[src/rtl/sys_ctrl_pkg.sv]
// sys_ctrl_pkg: shared command codes, FSM state encoding and fixed ALU operand addresses
package sys_ctrl_pkg;
   localparam logic [7:0] CMD_RF_WR   = 8'hAA;
   localparam logic [7:0] CMD_RF_RD   = 8'hBB;
   localparam logic [7:0] CMD_ALU_OP  = 8'hCC;
   localparam logic [7:0] CMD_ALU_NOP = 8'hDD;
   localparam int OPA_ADDR = 0;
   localparam int OPB_ADDR = 1;
   typedef enum logic [2:0] {
      IDLE,
      WR_ADDR,
      WR_DATA,
      RD_ADDR,
      OP_A,
      OP_B,
      ALU_FUN_W
   } state_t;
endpackage

[src/rtl/sys_ctrl_rx_frame_timer.sv]
// frame_timer: inter-byte timeout down-counter
//   clk, rst_n : clock, async active-low reset
//   clr        : reload to TIMEOUT-1
//   en         : count down one per cycle while high
//   expired    : count exhausted while enabled
module frame_timer #(
   parameter int TIMEOUT = 1024
) (
   input  logic clk,
   input  logic rst_n,
   input  logic clr,
   input  logic en,
   output logic expired
);
   localparam int W = (TIMEOUT > 1) ? $clog2(TIMEOUT) : 1;
   logic [W-1:0] cnt_q, cnt_d;
   always_comb cnt_d = clr ? W'(TIMEOUT - 1) : (en && cnt_q != '0) ? cnt_q - W'(1) : cnt_q;
   assign expired = en && cnt_q == '0;
   always_ff @(posedge clk or negedge rst_n)
      if (!rst_n) cnt_q <= '0;
      else        cnt_q <= cnt_d;
endmodule

[src/rtl/sys_ctrl_rx.sv]
// sys_ctrl_rx: receive-side command frame decoder driving register-file and ALU strobes
//   CLK, RST            : clock, async active-low reset
//   RX_P_DATA, RX_D_VLD : received byte and its one-cycle valid
//   WrEn, RdEn          : register-file write/read strobes (one cycle)
//   Address, WrData     : register-file address/data, held after strobe
//   ALU_EN, ALU_FUN     : ALU start strobe and held function code
//   CLK_EN              : ALU clock-gate enable
module sys_ctrl_rx
   import sys_ctrl_pkg::*;
#(
   parameter int DATA_WIDTH = 8,
   parameter int ADDR_WIDTH = 4,
   parameter int FUN_WIDTH  = 4,
   parameter int TIMEOUT    = 1024
) (
   input  logic                  CLK,
   input  logic                  RST,
   input  logic [DATA_WIDTH-1:0] RX_P_DATA,
   input  logic                  RX_D_VLD,
   output logic                  WrEn,
   output logic                  RdEn,
   output logic [ADDR_WIDTH-1:0] Address,
   output logic [DATA_WIDTH-1:0] WrData,
   output logic                  ALU_EN,
   output logic [FUN_WIDTH-1:0]  ALU_FUN,
   output logic                  CLK_EN
);
   state_t                state_q, state_d;
   logic                  wr_en_q, wr_en_d;
   logic                  rd_en_q, rd_en_d;
   logic                  alu_en_q, alu_en_d;
   logic                  clk_en_q, clk_en_d;
   logic [ADDR_WIDTH-1:0] address_q, address_d;
   logic [DATA_WIDTH-1:0] wr_data_q, wr_data_d;
   logic [FUN_WIDTH-1:0]  alu_fun_q, alu_fun_d;
   logic                  expired;
   // Held in reload while idle so every frame starts with a full budget
   frame_timer #(.TIMEOUT(TIMEOUT)) u_timer (
      .clk     (CLK),
      .rst_n   (RST),
      .clr     (RX_D_VLD || state_q == IDLE),
      .en      (state_q != IDLE),
      .expired (expired)
   );
   always_comb begin
      state_d   = state_q;
      wr_en_d   = 1'b0;
      rd_en_d   = 1'b0;
      alu_en_d  = 1'b0;
      address_d = address_q;
      wr_data_d = wr_data_q;
      alu_fun_d = alu_fun_q;
      if (RX_D_VLD) begin
         case (state_q)
            IDLE:
               state_d = (RX_P_DATA == CMD_RF_WR)   ? WR_ADDR   :
                         (RX_P_DATA == CMD_RF_RD)   ? RD_ADDR   :
                         (RX_P_DATA == CMD_ALU_OP)  ? OP_A      :
                         (RX_P_DATA == CMD_ALU_NOP) ? ALU_FUN_W : IDLE;
            WR_ADDR: begin
               address_d = RX_P_DATA[ADDR_WIDTH-1:0];
               state_d   = WR_DATA;
            end
            WR_DATA: begin
               wr_data_d = RX_P_DATA;
               wr_en_d   = 1'b1;
               state_d   = IDLE;
            end
            RD_ADDR: begin
               address_d = RX_P_DATA[ADDR_WIDTH-1:0];
               rd_en_d   = 1'b1;
               state_d   = IDLE;
            end
            OP_A: begin
               address_d = ADDR_WIDTH'(OPA_ADDR);
               wr_data_d = RX_P_DATA;
               wr_en_d   = 1'b1;
               state_d   = OP_B;
            end
            OP_B: begin
               address_d = ADDR_WIDTH'(OPB_ADDR);
               wr_data_d = RX_P_DATA;
               wr_en_d   = 1'b1;
               state_d   = ALU_FUN_W;
            end
            ALU_FUN_W: begin
               alu_fun_d = RX_P_DATA[FUN_WIDTH-1:0];
               alu_en_d  = 1'b1;
               state_d   = IDLE;
            end
            default: state_d = IDLE;
         endcase
      end else if (expired) begin
         state_d = IDLE;
      end
      // Registered from next state so the gate opens on entry to ALU_FUN_W and covers the ALU_EN cycle
      clk_en_d = (state_d == ALU_FUN_W) || alu_en_d;
   end
   always_ff @(posedge CLK or negedge RST) begin
      if (!RST) begin
         state_q   <= IDLE;
         wr_en_q   <= 1'b0;
         rd_en_q   <= 1'b0;
         alu_en_q  <= 1'b0;
         clk_en_q  <= 1'b0;
         address_q <= '0;
         wr_data_q <= '0;
         alu_fun_q <= '0;
      end else begin
         state_q   <= state_d;
         wr_en_q   <= wr_en_d;
         rd_en_q   <= rd_en_d;
         alu_en_q  <= alu_en_d;
         clk_en_q  <= clk_en_d;
         address_q <= address_d;
         wr_data_q <= wr_data_d;
         alu_fun_q <= alu_fun_d;
      end
   end
   assign WrEn    = wr_en_q;
   assign RdEn    = rd_en_q;
   assign ALU_EN  = alu_en_q;
   assign CLK_EN  = clk_en_q;
   assign Address = address_q;
   assign WrData  = wr_data_q;
   assign ALU_FUN = alu_fun_q;
endmodule

[config.mk]
export PLATFORM = sky130hd
export DESIGN_NAME = sys_ctrl_rx
export DESIGN_NICKNAME = d
export VERILOG_FILES = /design/src/rtl/sys_ctrl_pkg.sv /design/src/rtl/sys_ctrl_rx_frame_timer.sv /design/src/rtl/sys_ctrl_rx.sv
export SDC_FILE = /design/constraint.sdc
export NUM_CORES = 1
export LEC_CHECK = 0
export ABC_AREA = 1
export CAP_MARGIN = 0
export CORE_ASPECT_RATIO = 1.1
export CORE_MARGIN = 3
export CORE_UTILIZATION = 51
export DETAILED_ROUTE_END_ITERATION = 16
export HOLD_SLACK_MARGIN = 0.12
export PLACE_DENSITY = 0.76
export SETUP_SLACK_MARGIN = 0.02
export SLEW_MARGIN = 20
export SYNTH_ARGS = -nofsm -noshare
export SYNTH_HDL_FRONTEND = slang
export SYNTH_SLANG_ARGS = --single-unit
[constraint.sdc]
create_clock -name CLK -period 1.67 [get_ports CLK]
set_clock_uncertainty 0.2 [all_clocks]
set_input_delay 0.334 -clock CLK [delete_from_list [all_inputs] [get_ports CLK]]
set_output_delay 0.334 -clock CLK [all_outputs]
set_load 0.01 [all_outputs]
After elaboration in Yosys (flattened, before gate mapping):

Index checks and enable logic that the tools add are counted.

* flip-flop bits (word level): 33
* input bits: 11
* output and inout port bits: 20
* word-level logic and storage cells: 52

* $add $sub $neg: 1
* equality and inequality tests: 11
* multiplexer cells: 16
* reductions and logical operators: 15

Operators by type and width (number)
* 8-bit == test, second input constant: 4
* 10-bit two-way mux: 2
* 3-bit two-way mux: 6
* 3-bit == test, second input constant: 4
* 3-bit one-hot mux with 4 select lines: 1
* 4-bit one-hot mux with 3 select lines: 1
* 10-bit zero test: 1
* 10-bit nonzero test: 1
* 10-bit by 1-bit subtractor with 10-bit output, second input constant: 1
* 3-bit by 2-bit == test with 1-bit output, second input constant: 2
* 1-bit two-way mux: 6
* 2-bit AND reduction: 3
* 3-bit nonzero test: 2
* 3-bit by 1-bit == test with 1-bit output, second input constant: 1
* 3-bit zero test: 1
* 3-bit OR reduction: 1
* 1-bit logical AND: 2
* 1-bit logical OR: 2
* 2-bit nonzero test: 1
* 2-bit OR reduction: 1

Logic depth before layout (Yosys ltp):

Gate-level depths: netlist of the first run.

* depth after elaboration: 9
* gate-level depth with buffers: 11
* gate-level depth less buffers: 11

Modules after synthesis:

Synthesis of the first run repeated with hierarchy kept, for this count alone.

* cells, all modules: 225
* area, all modules: 1775.5 µm²

By module, submodules not included
* sys_ctrl_rx: instances 1, cells an instance 125, area an instance 1083.5 µm², seq. area each 575.6 µm²
* frame_timer: instances 1, cells an instance 100, area an instance 691.9 µm², seq. area each 250.2 µm²

Least setup slack after synthesis of the first run:

No wires, ideal clock.

* path type: register -> register
* from: register u_timer.cnt_q[0]
* to: register u_timer.cnt_q[5]
* library setup time: 0.115 ns
* data arrival time: 1.203 ns
* required time: 1.355 ns
* path slack: 0.152 ns
* stages on the path, launching flop included: 10
* buffers on the path: 0
* period minus slack after synthesis: 1.518 ns
* cell sequence: dfrtp_1 inv_1 ha_1 nand3_4 nor2_4 inv_2 nand2_1 o21ai_0 nor2_1 inv_1

* word-level cells in the longest chain between the ends: 3
* elaborated cells on any way between the ends: 6
* classes of those cells: 1 x add/sub; 2 x mux; 3 x reduce/logical

RTL lines
* from (decl): RTL line sys_ctrl_rx_frame_timer.sv:16 `logic [W-1:0] cnt_q, cnt_d;`
* from (signal assigned): RTL line sys_ctrl_rx_frame_timer.sv:21 `else cnt_q <= cnt_d;`
* 10-bit by 1-bit subtractor with 10-bit output or 10-bit nonzero test (tied branches): RTL line sys_ctrl_rx_frame_timer.sv:17 `always_comb cnt_d = clr ? W'(TIMEOUT - 1) : (en && cnt_q != '0) ? cnt_q - W'(1) : cnt_q;`
* 10-bit two-way mux or 1-bit logical AND (tied branches): RTL line sys_ctrl_rx_frame_timer.sv:17
* 10-bit two-way mux or 2-bit nonzero test (tied branches)

Several ways; a longest one is shown, not always the timed one. The select of a mux whose other input is x is not followed.
A chain may end at the register's enable or synchronous reset.

Worst setup path in the final report of the first run:

* from: register wr_data_q[0], in the netlist WrData[0]
* to: output WrData[0]

RTL lines
* from (decl): RTL line sys_ctrl_rx.sv:34 `logic [DATA_WIDTH-1:0] wr_data_q, wr_data_d;`
* from (signal assigned): RTL line sys_ctrl_rx.sv:116 `wr_data_q <= wr_data_d;`
* to (decl): RTL line sys_ctrl_rx.sv:23 `output logic [DATA_WIDTH-1:0] WrData,`

No word-level cell between the ends.

==> results of run 1 <==
-- cell usage in the layout, fill, tap and decap left out, drive strengths merged --
| cell type | instances |
|---|---|
| o21ai | 25 |
| nand2 | 52 |
| o211ai | 2 |
| xnor2 | 1 |
| a31oi | 4 |
| ha | 2 |
| or2 | 1 |
| clkinvlp | 1 |
| buf | 21 |
| a21oi | 5 |
| clkdlybuf4s50 | 8 |
| dlygate4sd2 | 20 |
| dfrtp | 33 |
| nor2 | 29 |
| inv | 38 |
| clkbuf | 5 |
| nand4 | 1 |
| clkinv | 2 |
| nand3 | 11 |
| nor3 | 4 |
| dlymetal6s2s | 2 |
-- cell usage after synthesis --
library cell	n
nand2_1	49
or2_2	1
dfrtp_1	33
buf_6	1
nor3_2	1
nand2_2	3
ha_1	2
nor2_4	2
o21ai_2	9
nand3_4	1
nor2_1	24
nand3_2	2
nand4_1	1
nor3_1	2
a21oi_1	5
a31oi_1	4
o211ai_1	2
nor3_4	1
nand3_1	8
inv_1	32
nor2_2	3
xnor2_1	1
o21ai_0	16
inv_2	6
-- what timing repair did --
item | in CTS | in global routing
pin swaps | 0 | 3
setup buffers | 0 | 1
resized for setup | 20 | 15
setup endpoints to repair | 20 | 8
hold buffers | 0 | 0
-- power groups by stage --
stage	registers [mW]	clock network (mW)	logic, mW
after global routing	1.01	0.476	0.567
final	0.988	0.432	0.502
after CTS	0.989	0.458	0.510
after floorplan	1.07	0	0.173
after detailed placement	1.01	0	0.595
after global placement	1.01	0	0.587
-- layer usage --
| metal | routed length (um) | vias up | share of wire |
|---|---|---|---|
| li1 | - | 774 | - |
| met1 | 1660 | 668 | 0.47 |
| met2 | 1650 | 32 | 0.47 |
| met3 | 138 | 6 | 0.039 |
| met4 | 57 | 0 | 0.016 |
| met5 | 0 | - | 0 |
-- logic make-up (layout without fill, tap and decap cells) --
logic type                 Yosys count  in the layout  share of synthesized area
AOI/OAI and AO/OA                   36             36                      0.132
DFF                                 33             33                      0.486
buffers and inverters               39             97                     0.0906
and+or+nand+nor                     98             98                      0.271
xor gates and xnor gates             1              1                    0.00516
adders and majority gates            2              2                     0.0147
-- how the worst max path moves through the flow --
stage                        to  slack (ns)  cells after the start
2_1_floorplan  u_timer.cnt_q[5]        0.15                      9
5_1_grt        u_timer.cnt_q[4]      -0.002                      8
4_1_cts        u_timer.cnt_q[5]        0.03                      9
3_5_place_dp             CLK_EN       -0.25                     12
6_report              WrData[0]        0.11                      1
3_3_place_gp             CLK_EN       -0.22                     12
-- registers in the layout, indices dropped and copies added (netlist names) --
signal,count
ALU_EN,1
ALU_FUN,4
Address,4
CLK_EN,1
RdEn,1
WrData,8
WrEn,1
state_q,3
u_timer.cnt_q,10
-- layout make-up --
| type | instances | area [sq um] | area share |
|---|---|---|---|
| clock inverters | 3 | 17.5 | 0.00768 |
| repair buffers | 51 | 463 | 0.203 |
| clock buffers | 5 | 37.5 | 0.0165 |
| flip-flops and latches | 33 | 827 | 0.363 |
| multi-input cells | 137 | 747 | 0.328 |
| inverters | 38 | 145 | 0.0637 |
| well taps | 34 | 42.5 | 0.0187 |
==> impl_metrics.tcl, run 1 <==
set metrics [dict create \
    ios 31 \
    crit_family "flip-flops" \
    start_kind "flop" \
    syn_avg_cell_area_sq_um 8.12 \
    met1_usage 0.276 \
    finalSetupTns_ns 0 \
    numCtsBuffers 5 \
    yosysSeqAreaShare 0.486 \
    timing.fmax_mhz 641 \
    grt-busiest-layer "met2" \
    p_clk_frac 0.225 \
    place_ws_ns -0.252 \
    worstPathCellList "dlygate4sd2_1" \
    synth_warnings 0 \
    cts.sinks 33 \
    r2r-start "u_timer.cnt_q[1]" \
    die_w_um 61.0 \
    cts_tree "done" \
    clkTransAtPathRegs_ns 0.10 \
    ant_nets 0 \
    final_util 0.729 \
    synth.net_count 222 \
    syn-instance-count 209 \
    vias 1480 \
    grt_max_degree 34 \
    reg2reg_depth 8 \
    swShare 0.305 \
    p_sw_mw 0.587 \
    grt_pass1_wl_um 6180 \
    p_int_mw 1.34 \
    ys_top_cells_by_area "dfrtp_1 (49%), nand2_1 (11%), inv_1 (7.1%), nor2_1 (5.3%), o21ai_0 (4.7%)" \
    critPathRequiredTime_ns 1.14 \
    postPlaceCellArea_sq_mm 0.00220 \
    die_area_sq_mm 0.00406 \
    grtUsageMet2 0.314 \
    yosys_register_bits 33 \
    ir_drop_v 0.000568 \
    setup_slack_ns 0.110 \
    crit_buf_inv 1 \
    antenna_found_initial 0 \
    rsz0062_at_grt "yes" \
    fp.coreArea_sq_mm 0.00313 \
    rows 21 \
    drive_gt1_frac 0.243 \
    stdcell_count 301 \
    total_power_mw 1.92 \
    grt_pass1_vias 1427 \
    syn-cell-area_sq_mm 0.00170 \
    reg2reg_slack_ns 0.11 \
    hold_viol_final 0 \
    timing.rr.end "u_timer.cnt_q[4]" \
    start_util 0.543 \
    drc 0 \
    crit_slowest_cell "dfrtp_1" \
    routed_wl_um 3500 \
    slew_headroom 0.837 \
    worstSetupPathType "reg2out" \
    max_stage_delay_ns 0.40 \
    p_leak_nw 1.20 \
    setup_viol 0 \
    dpl.cell_count 292 \
    end_kind "output pin" \
    die_h_um 66.5 \
    area_growth_pct 34.3 \
    insertion_delay_ns 0.34 \
    worst_pin_slew_ns 0.245 \
    maxSlewViolCount 0 \
    drv_cap 0 \
    crit_start "WrData[0]" \
    num-nets-final 279 \
    synth.distinct_cells 24 \
    p_per_area_mw_per_mm2 843 \
    seqPwrFrac 0.514 \
    hold_class "in2async" \
    grt.overflow.total 0 \
    synth_top_area_cell "dfrtp_1" \
    cts-root-buf "clkbuf_4" \
    via_per_inst 4.92 \
    firstDrtPassIters 4 \
    p_comb_frac 0.261 \
    fin_area_sq_mm 0.00228 \
    critPathMaxFanout 2 \
    period_needed_ns 1.56 \
    period_share 0.934 \
    yosysTopAreaCellShare 0.486 \
    holdWs_ns 0.156 \
    fill_cells 255 \
    arrival_ns 1.03 \
    wire_per_inst_um 11.6 \
    gp_congestion 0.900 \
    antenna_cells 0 \
    dr.first_iter.drc_count 39 \
    status "complete, no violations" \
    cts_max_path_buffers 2 \
    met3_usage 0.0484 \
    grt_use_total 0.204 \
    htreeDepth 2 \
    numPortBuffers 30 \
    place_hpwl_um 2670 \
]
(Power assumes the default switching activity.)
==> run 2, diff against run 1 <==
CORE_UTILIZATION = 46   (was 51)
PLACE_DENSITY = 0.72   (was 0.76)
clock period = 1.4 ns   (was 1.67 ns; I/O delays follow)
==> run 2 against run 1 <==
Against the previous run:
- the flow now finishes with violations (negative setup slack)
- non-clock buffer count up 35
- sequential share of layout area down 5.1 points
- clock power up 24%
- via count up 12%
- core utilization up 4.4 points
- critical path depth up 8
- critical path type is now reg2reg
- critical endpoint is now CLK_EN
==> impl_metrics.tcl, run 2 (same netlist as run 1, synthesis figures left out) <==
set metrics [dict create \
    fill_cells 233 \
    cts_max_path_buffers 2 \
    grt_use_total 0.193 \
    setup_viol 25 \
    cts_tree "done" \
    wire_per_inst_um 12.9 \
    die_h_um 69.7 \
    via_per_inst 4.75 \
    setup_slack_ns -0.169 \
    arrival_ns 1.65 \
    htreeDepth 2 \
    maxSlewViolCount 0 \
    numPortBuffers 30 \
    total_power_mw 2.46 \
    dr.first_iter.drc_count 73 \
    insertion_delay_ns 0.34 \
    cts.sinks 33 \
    worstSetupPathType "reg2reg" \
    critPathRequiredTime_ns 1.48 \
    p_leak_nw 1.38 \
    largest_reg_flops 10 \
    drc 0 \
    rows 22 \
    clkTransAtPathRegs_ns 0.11 \
    fp.coreArea_sq_mm 0.00344 \
    hold_viol_final 0 \
    top_register "u_timer.cnt_q" \
    vias 1662 \
    period_share 1.12 \
    grt_pass1_vias 1485 \
    critPathMaxFanout 4 \
    area_growth_pct 56.7 \
    die_w_um 63.9 \
    num-nets-final 314 \
    numCtsBuffers 5 \
    antenna_found_initial 0 \
    rsz0062_at_grt "yes" \
    grt_max_degree 34 \
    final_cell_mix "buf_4 (47), nand2_1 (44), dfrtp_1 (30)" \
    worst_pin_slew_ns 0.242 \
    hold_class "in2reg" \
    gp_congestion 0.888 \
    slew_headroom 0.838 \
    end_kind "flop" \
    place_ws_ns -0.453 \
    ant_nets 0 \
    start_util 0.493 \
    grt_pass1_wl_um 6700 \
    firstDrtPassIters 4 \
    cts-root-buf "clkbuf_4" \
    reg2reg_slack_ns -0.17 \
    drv_cap 0 \
    layout_commonest_cell "buf_4" \
    ir_drop_v 0.000675 \
    grt.overflow.total 0 \
    antenna_cells 0 \
    start_kind "flop" \
    place_hpwl_um 2910 \
    ios 31 \
    p_per_area_mw_per_mm2 924 \
    period_needed_ns 1.57 \
    die_area_sq_mm 0.00446 \
    timing.fmax_mhz 637 \
    drive_gt1_frac 0.470 \
    status "complete, but fails checks" \
    violations "negative setup slack" \
    routed_wl_um 4530 \
]
-- run 2: cell count changes in the layout (fill, tap and decap cells not counted), moves of 5 or more --
cell / change
inv_1: -6
o21ai_1: +6
buf_2: +18
buf_4: +28
buf_6: +7
dlygate4sd2_1: -20
o21ai_0: -8
nand2_1: -5
-- run 2: repair_timing --
action / CTS / global route
hold endpoints to repair: 33 / 0
cloned: 0 / 1
pin swaps: 6 / 16
hold buffers: 1 / 0
setup endpoints to repair: 41 / 50
gates resized for setup: 93 / 49
setup buffers: 6 / 15
-- run 2: per-stage QoR --
step	setup TNS [ns]	utilization	area [sq um]	std cells	hold WS, ns
finish	-1.88	0.773	2660	350	0.139
global placement	-7.86	0.681	2340	320	0.256
global route	-4.59	0.773	2660	350	0.147
CTS	-0.871	0.692	2380	334	0.295
floorplan	-0.0440	-	1720	209	-0.216
detailed placement	-7.53	0.681	2340	320	0.259
-- run 2: final cells by class --
cell class                 instances  area [sq um]  area share
multi-input combinational        137           856       0.322
timing repair buffer              86           704       0.265
tap                               48          60.1      0.0226
clock buffer                       5          37.5      0.0141
clock inverter                     3          17.5     0.00659
sequential                        33           830       0.312
inverter                          38           155      0.0583
-- run 2: metal layers --
| metal | part of all wire | vias up | GRT usage |
|---|---|---|---|
| met3 | 0.036 | 11 | 0.0551 |
| met4 | 0.020 | 0 | 0.0695 |
| met2 | 0.51 | 31 | 0.305 |
| li1 | - | 839 | - |
| met1 | 0.43 | 781 | 0.248 |
| met5 | 0 | - | 0 |
-- run 2: critical path, stage by stage, from the launching register on --
cell and delay (ns):
dfrtp_2 0.47, nor3_4 0.28, inv_2 0.09, nor2_1 0.12
nand2_1 0.06, nand2_1 0.06, nand2_1 0.06, nand2_2 0.08
nand2_1 0.06, nand2_1 0.05
-- run 2: worst paths after layout --
check                             startpoint         end  cells past startpoint
worst max-delay path              state_q[1]      CLK_EN                      9
worst min-delay path            RX_P_DATA[6]   WrData[6]                      4
worst max register to register    state_q[1]      CLK_EN                      9
worst min register to register    ALU_FUN[3]  ALU_FUN[3]                      2
max in group asynchronous                RST  state_q[2]                      3
min in group asynchronous                RST  ALU_FUN[1]                      3
-- run 2: report_power, final --
part	total [mW]	internal (mW)	switching, mW
registers	1.19	1.10	0.0856
logic	0.735	0.384	0.351
clock network	0.534	0.189	0.345
total	2.46	1.68	0.781
==> run 3, diff against run 2 <==
CORE_MARGIN = not set   (was 3)
CORE_UTILIZATION = 49   (was 46)
CTS_BUF_LIST = sky130_fd_sc_hd__clkbuf_4   (was not set)
PLACE_DENSITY = 0.76   (was 0.72)
==> run 3 against run 2 <==
Against the previous run:
- the flow still finishes with violations (negative setup slack)
- core utilization rose by 2.0 points
- total power rose by 1.0%
- wire length is 13% higher
- sequential share of layout area rose by 0.21 points
- first-iteration DRC count rose by 18%
- maximum frequency is 3.7% lower
- setup slack got worse by 0.060 ns
- via count is 6.0% higher
- cell area fell by 0.66%
- clock power fell by 5.1%
- register-to-register slack worse by 0.06 ns
- critical path depth decreased by 1
- largest cell class unchanged
- highest routed layer unchanged
==> impl_metrics.tcl, run 3 (same netlist as run 1, synthesis figures left out) <==
set metrics [dict create \
    grt_use_total 0.222 \
    seqPwrFrac 0.478 \
    p_leak_nw 1.38 \
    insertion_delay_ns 0.33 \
    reg2reg_slack_ns -0.23 \
    slew_headroom 0.798 \
    place_ws_ns -0.429 \
    ant_nets 0 \
    postPlaceCellArea_sq_mm 0.00234 \
    total_power_mw 2.48 \
    firstDrtPassIters 4 \
    period_share 1.16 \
    numPortBuffers 30 \
    hold_class "in2reg" \
    grt_pass1_wl_um 6220 \
    arrival_ns 1.66 \
    min_to "WrData[5]" \
    hold_path_depth 4 \
    clkTransAtPathRegs_ns 0.10 \
    p_comb_frac 0.318 \
    vias 1762 \
    multiInputGateArea_sq_um 838 \
    swShare 0.317 \
    drv_cap 0 \
    p_per_area_mw_per_mm2 940 \
    layout_commonest_cell "buf_4" \
    seq_area_sq_um 830 \
    maxSlewViolCount 0 \
    worstSetupPathType "reg2reg" \
    timing.fmax_mhz 614 \
    antenna_cells 0 \
    fill_cells 203 \
    cts-root-buf "clkbuf_4" \
    start_kind "flop" \
    critPathRequiredTime_ns 1.43 \
    area_growth_pct 55.6 \
    place_hpwl_um 2740 \
    drive_gt1_frac 0.477 \
    die_h_um 63.7 \
    start_util 0.510 \
    die_area_sq_mm 0.00370 \
    ios 31 \
    drc 0 \
    grt_pass1_vias 1468 \
    largest_reg_flops 10 \
    ir_drop_v 0.000883 \
    status "complete, but fails checks" \
    violations "negative setup slack" \
    grt.overflow.total 0 \
    max_stage_delay_ns 0.39 \
    stdcell_count 350 \
    die_w_um 58.1 \
    r2r-start "u_timer.cnt_q[2]" \
    period_needed_ns 1.63 \
    p_int_mw 1.70 \
    rows 22 \
    timing.rr.end "u_timer.cnt_q[4]" \
    p_clk_frac 0.204 \
    final_cell_mix "buf_4 (46), nand2_1 (41), dfrtp_1 (30)" \
    dpl.cell_count 320 \
    via_per_inst 5.03 \
    p_sw_mw 0.787 \
    fp.coreArea_sq_mm 0.00333 \
    antenna_found_initial 0 \
    end_kind "flop" \
    rsz0062_at_grt "yes" \
    critPathMaxFanout 4 \
    reg2reg_depth 8 \
    routed_wl_um 5130 \
    num-nets-final 314 \
    fin_area_sq_mm 0.00264 \
    hold_viol_final 0 \
    cts_max_path_buffers 2 \
    gp_congestion 0.881 \
    worst_pin_slew_ns 0.301 \
    numCtsBuffers 5 \
    top_register "u_timer.cnt_q" \
    cts_tree "done" \
    crit_path_frequent_cell "nor2_4" \
    dr.first_iter.drc_count 86 \
    min_from "RX_P_DATA[5]" \
    htreeDepth 2 \
    grt_max_degree 34 \
    cts.sinks 33 \
    wire_per_inst_um 14.7 \
    setup_viol 26 \
    setup_slack_ns -0.229 \
    worstPathCellList "buf_4 > nor2_4 > nand3_4 > nor2_4 > buf_6 > nor2_4 > a31oi_1 > inv_1" \
    crit_slowest_cell "dfrtp_1" \
]
[run 3: changes by cell type in the layout (fill, tap and decap cells not counted), moves of 3 or more]
cell,previous run,this run
nand2_1,44,41
nor2_1,19,15
nand3_2,2,5
nand2_2,5,10
[run 3: through the flow]
| step | utilization | TNS (ns) | hold WS, ns |
|---|---|---|---|
| 2_1_floorplan | - | -0.0440 | -0.216 |
| 3_3_place_gp | 0.704 | -8.27 | 0.258 |
| 3_5_place_dp | 0.704 | -8.66 | 0.262 |
| 4_1_cts | 0.715 | -1.14 | 0.281 |
| 5_1_grt | 0.793 | -4.01 | 0.186 |
| 6_report | 0.793 | -2.24 | 0.163 |
[run 3: layer usage]
layer	global-route usage	routed length, um	part of all wire
met2	0.361	2570	0.50
met3	0.0445	226	0.044
met1	0.284	2150	0.42
met5	0	0	0
met4	0.101	180	0.035
[run 3: final cells by class]
class,instances,area share
clock inverters,3,0.00473
flip-flops and latches,33,0.314
repair buffers,86,0.269
inverters,38,0.0578
clock buffers,5,0.0142
multi-input cells,137,0.317
well taps,48,0.0227
[run 3: worst max path at each step]
stage,start,slack (ns),to
global route,u_timer.cnt_q[6],-0.30,u_timer.cnt_q[4]
floorplan,u_timer.cnt_q[5],-0.03,u_timer.cnt_q[5]
global placement,RX_P_DATA[5],-0.41,CLK_EN
finish,u_timer.cnt_q[2],-0.23,u_timer.cnt_q[4]
CTS,u_timer.cnt_q[1],-0.14,CLK_EN
detailed placement,RX_P_DATA[7],-0.43,CLK_EN
[run 3: timing repair]
action / in CTS / in global routing
hold endpoints to repair: 33 / 0
cloned: 0 / 2
gates resized for setup: 97 / 44
hold buffers: 1 / 0
setup endpoints to repair: 47 / 39
setup buffers: 4 / 16
pin swaps: 6 / 20
[run 3: worst max-delay path: cells and delay by family (launching register included)]
family                 cells  cell delay [ns]
DFF                        1             0.39
and+or+nand+nor            4             0.43
AOI/OAI and AO/OA          1             0.15
buffers and inverters      3             0.35
[run 3: power groups by stage]
| stage | clock (mW) | sequential, mW | combinational [mW] |
|---|---|---|---|
| floorplan | 0 | 1.27 | 0.206 |
| global placement | 0 | 1.20 | 0.701 |
| detailed placement | 0 | 1.21 | 0.710 |
| CTS | 0.512 | 1.18 | 0.613 |
| global route | 0.555 | 1.20 | 0.850 |
| finish | 0.507 | 1.19 | 0.789 |
